File: src/rtl/regfile_dump_reader.sv
`timescale 1ns/1ps
// Register-file dump sequencer: walks read port 1 over registers 0..NUM_REGS-1 and streams
// (index, data) beats on a valid/ready interface. Define REGDUMP_CSUM_EN to append an XOR checksum beat.
module regfile_dump_reader #(
   parameter int DATA_W   = 32,
   parameter int ADDR_W   = 5,
   parameter int NUM_REGS = 32
) (
   input  logic              i_clk,
   input  logic              i_rst,
   input  logic              i_start,
   output logic [ADDR_W-1:0] o_read_register,
   input  logic [DATA_W-1:0] i_read_data,
   output logic              o_out_valid,
   input  logic              i_out_ready,
   output logic [ADDR_W-1:0] o_out_index,
   output logic [DATA_W-1:0] o_out_data,
   output logic              o_out_last,
   output logic              o_out_csum,
   output logic              o_busy,
   output logic              o_done
);

   localparam logic [ADDR_W-1:0] LAST_IDX = ADDR_W'(NUM_REGS - 1);

`ifdef REGDUMP_CSUM_EN
   typedef enum logic [2:0] {S_IDLE, S_FETCH, S_SEND, S_CSUM, S_FIN} state_t;
`else
   typedef enum logic [2:0] {S_IDLE, S_FETCH, S_SEND, S_FIN} state_t;
`endif

   state_t            r_state, w_state_next;
   logic [ADDR_W-1:0] r_idx, w_idx_next;
   logic              r_out_valid, w_out_valid_next;
   logic [ADDR_W-1:0] r_out_index, w_out_index_next;
   logic [DATA_W-1:0] r_out_data, w_out_data_next;
   logic              r_out_last, w_out_last_next;
   logic              r_busy, w_busy_next;
   logic              w_is_last;
`ifdef REGDUMP_CSUM_EN
   logic [DATA_W-1:0] r_csum, w_csum_next;
   logic              r_out_csum, w_out_csum_next;
`endif

   assign w_is_last = (r_idx == LAST_IDX);

   always_ff @(posedge i_clk or posedge i_rst) begin
      if (i_rst) begin
         r_state     <= S_IDLE;
         r_idx       <= '0;
         r_out_valid <= 1'b0;
         r_out_index <= '0;
         r_out_data  <= '0;
         r_out_last  <= 1'b0;
         r_busy      <= 1'b0;
`ifdef REGDUMP_CSUM_EN
         r_csum      <= '0;
         r_out_csum  <= 1'b0;
`endif
      end else begin
         r_state     <= w_state_next;
         r_idx       <= w_idx_next;
         r_out_valid <= w_out_valid_next;
         r_out_index <= w_out_index_next;
         r_out_data  <= w_out_data_next;
         r_out_last  <= w_out_last_next;
         r_busy      <= w_busy_next;
`ifdef REGDUMP_CSUM_EN
         r_csum      <= w_csum_next;
         r_out_csum  <= w_out_csum_next;
`endif
      end
   end

   always_comb begin
      w_state_next     = r_state;
      w_idx_next       = r_idx;
      w_out_valid_next = r_out_valid;
      w_out_index_next = r_out_index;
      w_out_data_next  = r_out_data;
      w_out_last_next  = r_out_last;
      w_busy_next      = r_busy;
`ifdef REGDUMP_CSUM_EN
      w_csum_next      = r_csum;
      w_out_csum_next  = r_out_csum;
`endif
      case (r_state)
         S_IDLE: begin
            if (i_start) begin
               w_idx_next   = '0;
               w_busy_next  = 1'b1;
`ifdef REGDUMP_CSUM_EN
               w_csum_next  = '0;
`endif
               w_state_next = S_FETCH;
            end
         end
         S_FETCH: begin
            w_out_data_next  = i_read_data;
            w_out_index_next = r_idx;
            w_out_valid_next = 1'b1;
`ifdef REGDUMP_CSUM_EN
            w_out_last_next  = 1'b0;
            w_out_csum_next  = 1'b0;
            w_csum_next      = r_csum ^ i_read_data;
`else
            w_out_last_next  = w_is_last;
`endif
            w_state_next     = S_SEND;
         end
         S_SEND: begin
            if (r_out_valid && i_out_ready) begin
               w_out_valid_next = 1'b0;
               if (w_is_last) begin
`ifdef REGDUMP_CSUM_EN
                  // Checksum beat is loaded on the same edge the last register beat is accepted.
                  w_out_valid_next = 1'b1;
                  w_out_index_next = '0;
                  w_out_data_next  = r_csum;
                  w_out_last_next  = 1'b1;
                  w_out_csum_next  = 1'b1;
                  w_state_next     = S_CSUM;
`else
                  w_state_next     = S_FIN;
`endif
               end else begin
                  w_idx_next   = r_idx + ADDR_W'(1);
                  w_state_next = S_FETCH;
               end
            end
         end
`ifdef REGDUMP_CSUM_EN
         S_CSUM: begin
            if (r_out_valid && i_out_ready) begin
               w_out_valid_next = 1'b0;
               w_state_next     = S_FIN;
            end
         end
`endif
         S_FIN: begin
            w_busy_next  = 1'b0;
            w_idx_next   = '0;
            w_state_next = S_IDLE;
         end
         default: w_state_next = S_IDLE;
      endcase
   end

   assign o_read_register = r_idx;
   assign o_out_valid     = r_out_valid;
   assign o_out_index     = r_out_index;
   assign o_out_data      = r_out_data;
   assign o_out_last      = r_out_last;
   assign o_busy          = r_busy;
   assign o_done          = (r_state == S_FIN);
`ifdef REGDUMP_CSUM_EN
   assign o_out_csum      = r_out_csum;
`else
   assign o_out_csum      = 1'b0;
`endif

endmodule
File: config.mk
export PLATFORM = sky130hd
export DESIGN_NAME = regfile_dump_reader
export DESIGN_NICKNAME = d
export VERILOG_FILES = /design/src/rtl/regfile_dump_reader.sv
export SDC_FILE = /design/constraint.sdc
export NUM_CORES = 1
export LEC_CHECK = 0
export CAP_MARGIN = 5
export CORE_AREA = 2 2 84 86
export DETAILED_ROUTE_END_ITERATION = 16
export DIE_AREA = 0 0 86 88
export GPL_TIMING_DRIVEN = 1
export PLACE_DENSITY_LB_ADDON = 0.25
export RECOVER_POWER = 50
export SYNTH_ARGS = -nofsm -noshare
export SYNTH_HDL_FRONTEND = slang
export SYNTH_SLANG_ARGS = --single-unit
File: constraint.sdc
create_clock -name i_clk -period 2.4 [get_ports i_clk]
set_clock_uncertainty 0.15 [all_clocks]
set_input_delay 0.72 -clock i_clk [delete_from_list [all_inputs] [get_ports i_clk]]
set_output_delay 0.72 -clock i_clk [all_outputs]
set_load 0.05 [all_outputs]
==> results of run 1 <==
==> cells in the mapped netlist <==
| cell type | instances |
|---|---|
| buf_4 | 3 |
| o2bb2ai_1 | 2 |
| a21oi_1 | 3 |
| nand4b_1 | 1 |
| dfrtp_1 | 47 |
| or4_1 | 1 |
| ha_1 | 2 |
| inv_1 | 5 |
| nand3_1 | 2 |
| buf_6 | 3 |
| o2111ai_1 | 1 |
| mux2i_1 | 2 |
| conb_1 | 1 |
| xor2_1 | 2 |
| mux2_2 | 38 |
| o21ai_0 | 1 |
| or2b_2 | 1 |
| and2_1 | 1 |
| nand2b_1 | 2 |
| nand3b_4 | 1 |
| o21bai_1 | 1 |
| and3_1 | 1 |
| nor2_1 | 1 |
| o22ai_1 | 3 |
| nor2_2 | 1 |
| nand2_1 | 3 |
| o211ai_1 | 1 |
==> cell usage in the layout, fill, tap and decap left out <==
master           synthesis  routed
a21oi_1                  3       3
and2_1                   1       1
and3_1                   1       1
buf_12                   0       1
buf_4                    3      15
clkbuf_2                 0       1
clkbuf_4                 0       1
clkbuf_8                 0       5
clkdlybuf4s50_1          0      66
clkinv_2                 0       3
conb_1                   1       1
dfrtp_1                 47      47
dlygate4sd3_1            0       3
ha_1                     2       2
inv_1                    5       5
mux2_2                  38      38
mux2i_1                  2       2
nand2_1                  3       3
nand2b_1                 2       2
nand3_1                  2       2
nand3b_4                 1       1
nand4b_1                 1       1
nor2_1                   1       1
nor2_4                   0       1
o2111ai_1                1       1
o211ai_1                 1       1
o21ai_0                  1       1
o21bai_1                 1       1
o22ai_1                  3       3
o2bb2ai_1                2       2
or2b_2                   1       1
or4_1                    1       1
xor2_1                   2       2
==> path summary, 6_finish.rpt <==
check                               startpoint             end  slack [ns]  depth (start not counted)
worst max-delay path            o_out_index[0]  o_out_index[0]        0.06                          1
worst min-delay path             o_out_data[5]   o_out_data[5]        0.36                          1
worst max register to register      r_state[1]  o_out_data[31]        0.30                          4
worst min register to register   o_out_data[5]   o_out_data[5]        0.36                          1
max in group asynchronous                i_rst   o_out_data[5]        0.40                          3
min in group asynchronous                i_rst  o_out_data[24]        0.78                          2
==> per-layer routing <==
metal  vias to the layer above  track usage [%]  share of wire, %
met5                         -                0                 0
met4                         0            3.896              0.93
met3                         4            4.618               9.2
met2                        56            17.12                46
met1                       653            12.92                44
li1                        628                -                 -
==> kinds of logic after synthesis <==
kind of cell,after synthesis
and+or+nand+nor,15
adders and majority gates,2
xor gates and xnor gates,2
buffers and inverters,11
DFF,47
AOI/OAI and AO/OA,12
other,1
muxes,40
==> sequential cells by signal, summed over array words and instances (netlist names) <==
name and count:
o_busy 1, o_out_data 32, o_out_index 5, o_out_last 1
o_out_valid 1, o_read_register 5, r_state 2
==> stage by stage <==
stage          utilization [%]  area [um2]  power, mW
6_report                 43.58        2895      4.333
5_1_grt                  43.58        2895      4.562
3_3_place_gp             42.73        2839      3.925
2_1_floorplan                -        1927      3.098
4_1_cts                  43.99        2923      4.423
3_5_place_dp             42.73        2839      3.948
==> final cells by class <==
cell class | instances | area [um2]
fill | 639 | 3749
tap | 80 | 100.1
sequential | 47 | 1176
clock buffer | 5 | 68.82
timing repair buffer | 87 | 835.8
clock inverter | 3 | 15.01
inverter | 5 | 18.77
multi-input combinational | 72 | 680.7
==> power breakdown <==
group | switching (mW) | total [mW] | internal (mW)
Combinational | 1.59 | 2.58 | 0.985
Sequential | 0.173 | 1.30 | 1.12
Clock | 0.259 | 0.459 | 0.200
Total | 2.03 | 4.33 | 2.31
==> impl_metrics.tcl, run 1 <==
set metrics [dict create \
    status "completed" \
    area_growth_pct 50.26 \
    antenna_left 0 \
    dp.cells 291 \
    instances_no_fill 299 \
    hold_path_class "flop to flop" \
    cts_buffers 5 \
    dr_total_vias 1341 \
    power.density_nw_per_um2 1497 \
    max-slew-margin-rel_pct 34.92 \
    muxShareOfSynthArea_pct 23.25 \
    crit_type "flop to primary output" \
    p_leak_nw 1.274 \
    synth_cells 130 \
    timing.critical_path.buf_inv 1 \
    yosysTopAreaCell "dfrtp_1" \
    syn_area_per_cell_um2 14.82 \
    die_height_um 88 \
    ys_seq_elements 47 \
    clk_pin_slew_ns 0.08 \
    required_ns 1.53 \
    grt_pass1_wl_mm 6.306 \
    ir_worst_vdd_mv 0.8713 \
    die_area_um2 7568 \
    rsz0062_at_grt "no" \
    drive_above_1_share_pct 30.59 \
    dp_hpwl_mm 2.878 \
    synth-seq-area-share_pct 61.04 \
    synth_compound_area_share_pct 4.156 \
    drv_slew 0 \
    synth_top_area_share_pct 61.04 \
    routed_wl_mm 4.078 \
    hold-worst-slack_ns 0.3585 \
    fp.dieW_um 86 \
    crit_chain "clkdlybuf4s50_1" \
    antenna_found_initial 0 \
    dp_slack_ns 0.1771 \
    synth_top_family_by_area "multiplexers" \
    period_share_pct 97.45 \
    worstSkewPairLatency_ns 0.30 \
    gp_congestion 0.8139 \
    path_max_fanout 2 \
    root_buffer "clkbuf_8" \
    critPathTopFamily "buffers and inverters" \
    drc 0 \
    cts_tree "yes" \
    pin_count 83 \
    netlist_area_um2 1927 \
    dr.pass1.iters 3 \
    worst_path_largest_cell_delay_ns 0.81 \
    setup_viol 0 \
    rows 30 \
    yosysWarnings 0 \
    yosys.area_share.simple_pct 5.260 \
    wire_per_inst_um 13.64 \
    layout_min_cycle_time_ns 2.339 \
    grt_pass1_vias 1351 \
    synth_xor_area_share_pct 0.9091 \
    yosys.area_share.adder_pct 1.299 \
    drtIter0Drc 51 \
    n_antenna_cell 0 \
    cp_slowest_cell "clkdlybuf4s50_1" \
    cts_hold_buf 0 \
    grt-ovfl-total 0 \
    htree_levels 2 \
    cts_resized 0 \
    timing.fmax_mhz 427.6 \
    fin_tns_setup_ns 0 \
    nets 256 \
    start_util_pct 29.00 \
    synthTopCellsByArea "dfrtp_1 61%, mux2_2 22%, buf_6 1.8%" \
    worst_pin_slew_ns 0.9762 \
    drt-vias-per-instance 4.485 \
    cts.sinks 47 \
    worst_slack_ns 0.06132 \
    port_buffers 81 \
    cts_setup_buffers 0 \
    drv_cap 0 \
    synth_nets 168 \
    grtUsageTotal_pct 10.71 \
    grt_max_degree 40 \
    synth_cell_types 27 \
    finalHoldViolCount 0 \
    cts_buffer_depth 2 \
    core_area_um2 6644 \
    cp-start-kind "flop" \
    worstSetupEndpointType "primary output" \
    crit_arrival_ns 1.47 \
]
Note: power is estimated with default switching activity, not from simulation.
==> run 2: changes to the inputs <==
==> constraint.sdc (replaced) <==
create_clock -name i_clk -period 3 [get_ports i_clk]
set_clock_uncertainty 0.15 [all_clocks]
set_input_delay 0.9 -clock i_clk [delete_from_list [all_inputs] [get_ports i_clk]]
set_output_delay 0.9 -clock i_clk [all_outputs]
set_load 0.05 [all_outputs]
==> run 2 against run 1 <==
Via count is 1.3% lower. Non-clock buffer count decreased by 3. Global-route usage is 0.083 points higher. Critical endpoint is now o_done.
==> impl_metrics.tcl, run 2 (synthesis results as in run 1) <==
set metrics [dict create \
    r2r-start "o_read_register[0]" \
    clk_pin_slew_ns 0.09 \
    status "completed" \
    setup_viol 0 \
    wire_per_inst_um 13.51 \
    grt_max_degree 40 \
    fin_tns_setup_ns 0 \
    drv_slew 0 \
    antenna_left 0 \
    drv_cap 0 \
    worstSetupEndpointType "primary output" \
    cts_buffer_depth 2 \
    worstRegToRegCells 6 \
    drc 0 \
    finalHoldViolCount 0 \
    routed_wl_mm 3.998 \
    pin_count 83 \
    htree_levels 2 \
    ir_worst_vdd_mv 0.7222 \
    grt_pass1_vias 1355 \
    drtIter0Drc 70 \
    area_growth_pct 49.22 \
    max-slew-margin-rel_pct 33.90 \
    hold_path_class "flop to flop" \
    layout_min_cycle_time_ns 2.774 \
    timing.fmax_mhz 360.5 \
    port_buffers 81 \
    gp_congestion 0.7739 \
    grt_pass1_wl_mm 6.417 \
    core_area_um2 6644 \
    layout_common_cells "78 x clkdlybuf4s50_1, 47 x dfrtp_1, 38 x mux2_2" \
    cts_tree "yes" \
    rows 30 \
    finalPower_mw 3.445 \
    fp.dieW_um 86 \
    cts_setup_buffers 0 \
    rsz0062_at_grt "no" \
    whs_path_depth 1 \
    dr.pass1.iters 4 \
    start_util_pct 29.00 \
    r2r_end "o_read_register[3]" \
    power.density_nw_per_um2 1198 \
    cts_resized 0 \
    cp-start-kind "flop" \
    root_buffer "clkbuf_8" \
    cts.sinks 47 \
    dp_hpwl_mm 2.838 \
    worst_slack_ns 0.2258 \
    n_antenna_cell 0 \
    cts_hold_buf 0 \
    grtUsageTotal_pct 10.80 \
    final_util_pct 43.28 \
    p_leak_nw 1.223 \
    required_ns 1.95 \
    worst_pin_slew_ns 0.9914 \
    grt-ovfl-total 0 \
    period_share_pct 92.47 \
    antenna_found_initial 0 \
    worstSkewPairLatency_ns 0.30 \
    drive_above_1_share_pct 23.61 \
    min_to "o_out_data[23]" \
    cts_buffers 5 \
    drt-vias-per-instance 4.470 \
    path_max_fanout 7 \
    final_common_cell "clkdlybuf4s50_1" \
    largest_reg_flops 32 \
    fillers 645 \
    nets 253 \
    worstHoldStart "o_out_data[23]" \
    dr_total_vias 1323 \
    die_area_um2 7568 \
    die_height_um 88 \
    crit_arrival_ns 1.72 \
    crit_type "flop to primary output" \
    dp_slack_ns 0.5330 \
    ff2ff_setup_slack_ns 0.69 \
]
-- run 2: where the power goes --
part	leakage, nW	switching (mW)	internal (mW)
registers	0.576	0.138	0.898
logic	0.599	1.27	0.777
clock network	0.0477	0.206	0.160
total	1.22	1.61	1.84
-- run 2: area by class of cell --
class	instances	area, um2	area share [%]
clock buffers	5	68.82	2.393
clock inverters	3	15.01	0.5222
well taps	80	100.1	3.481
flip-flops and latches	47	1176	40.91
multi-input cells	72	668.1	23.24
inverters	5	18.77	0.6527
repair buffers	84	828.3	28.81
-- run 2: how the worst max path moves through the flow --
| stage | start | end | slack, ns | cells past startpoint |
|---|---|---|---|---|
| after floorplan | o_read_register[0] | o_read_register[3] | 0.73 | 6 |
| final | r_state[0] | o_done | 0.23 | 2 |
| after detailed placement | i_out_ready | o_read_register[3] | 0.53 | 4 |
| after global routing | r_state[0] | o_done | 0.15 | 2 |
| after global placement | i_out_ready | o_read_register[3] | 0.54 | 4 |
| after CTS | r_state[0] | o_done | 0.22 | 2 |
-- run 2: per-stage QoR --
stage | cells | instance area (um2) | hold slack [ns]
global route | 296 | 2875 | 0.3738
finish | 296 | 2875 | 0.3586
detailed placement | 288 | 2821 | 0.3440
CTS | 296 | 2905 | 0.3641
global placement | 288 | 2821 | 0.3388
floorplan | 130 | 1927 | 0.3225
-- run 2: routing by layer --
layer	global-route usage (%)	share of wire (%)	up-vias
li1	-	-	624
met3	4.995	9.9	2
met1	13.24	45	640
met4	3.896	0.60	0
met5	0	0	-
met2	16.77	45	57
-- run 2: worst max-delay path: stages, from the launching register on --
cell,delay (ns)
dfrtp_1,0.45
and2_1,0.17
clkdlybuf4s50_1,0.80
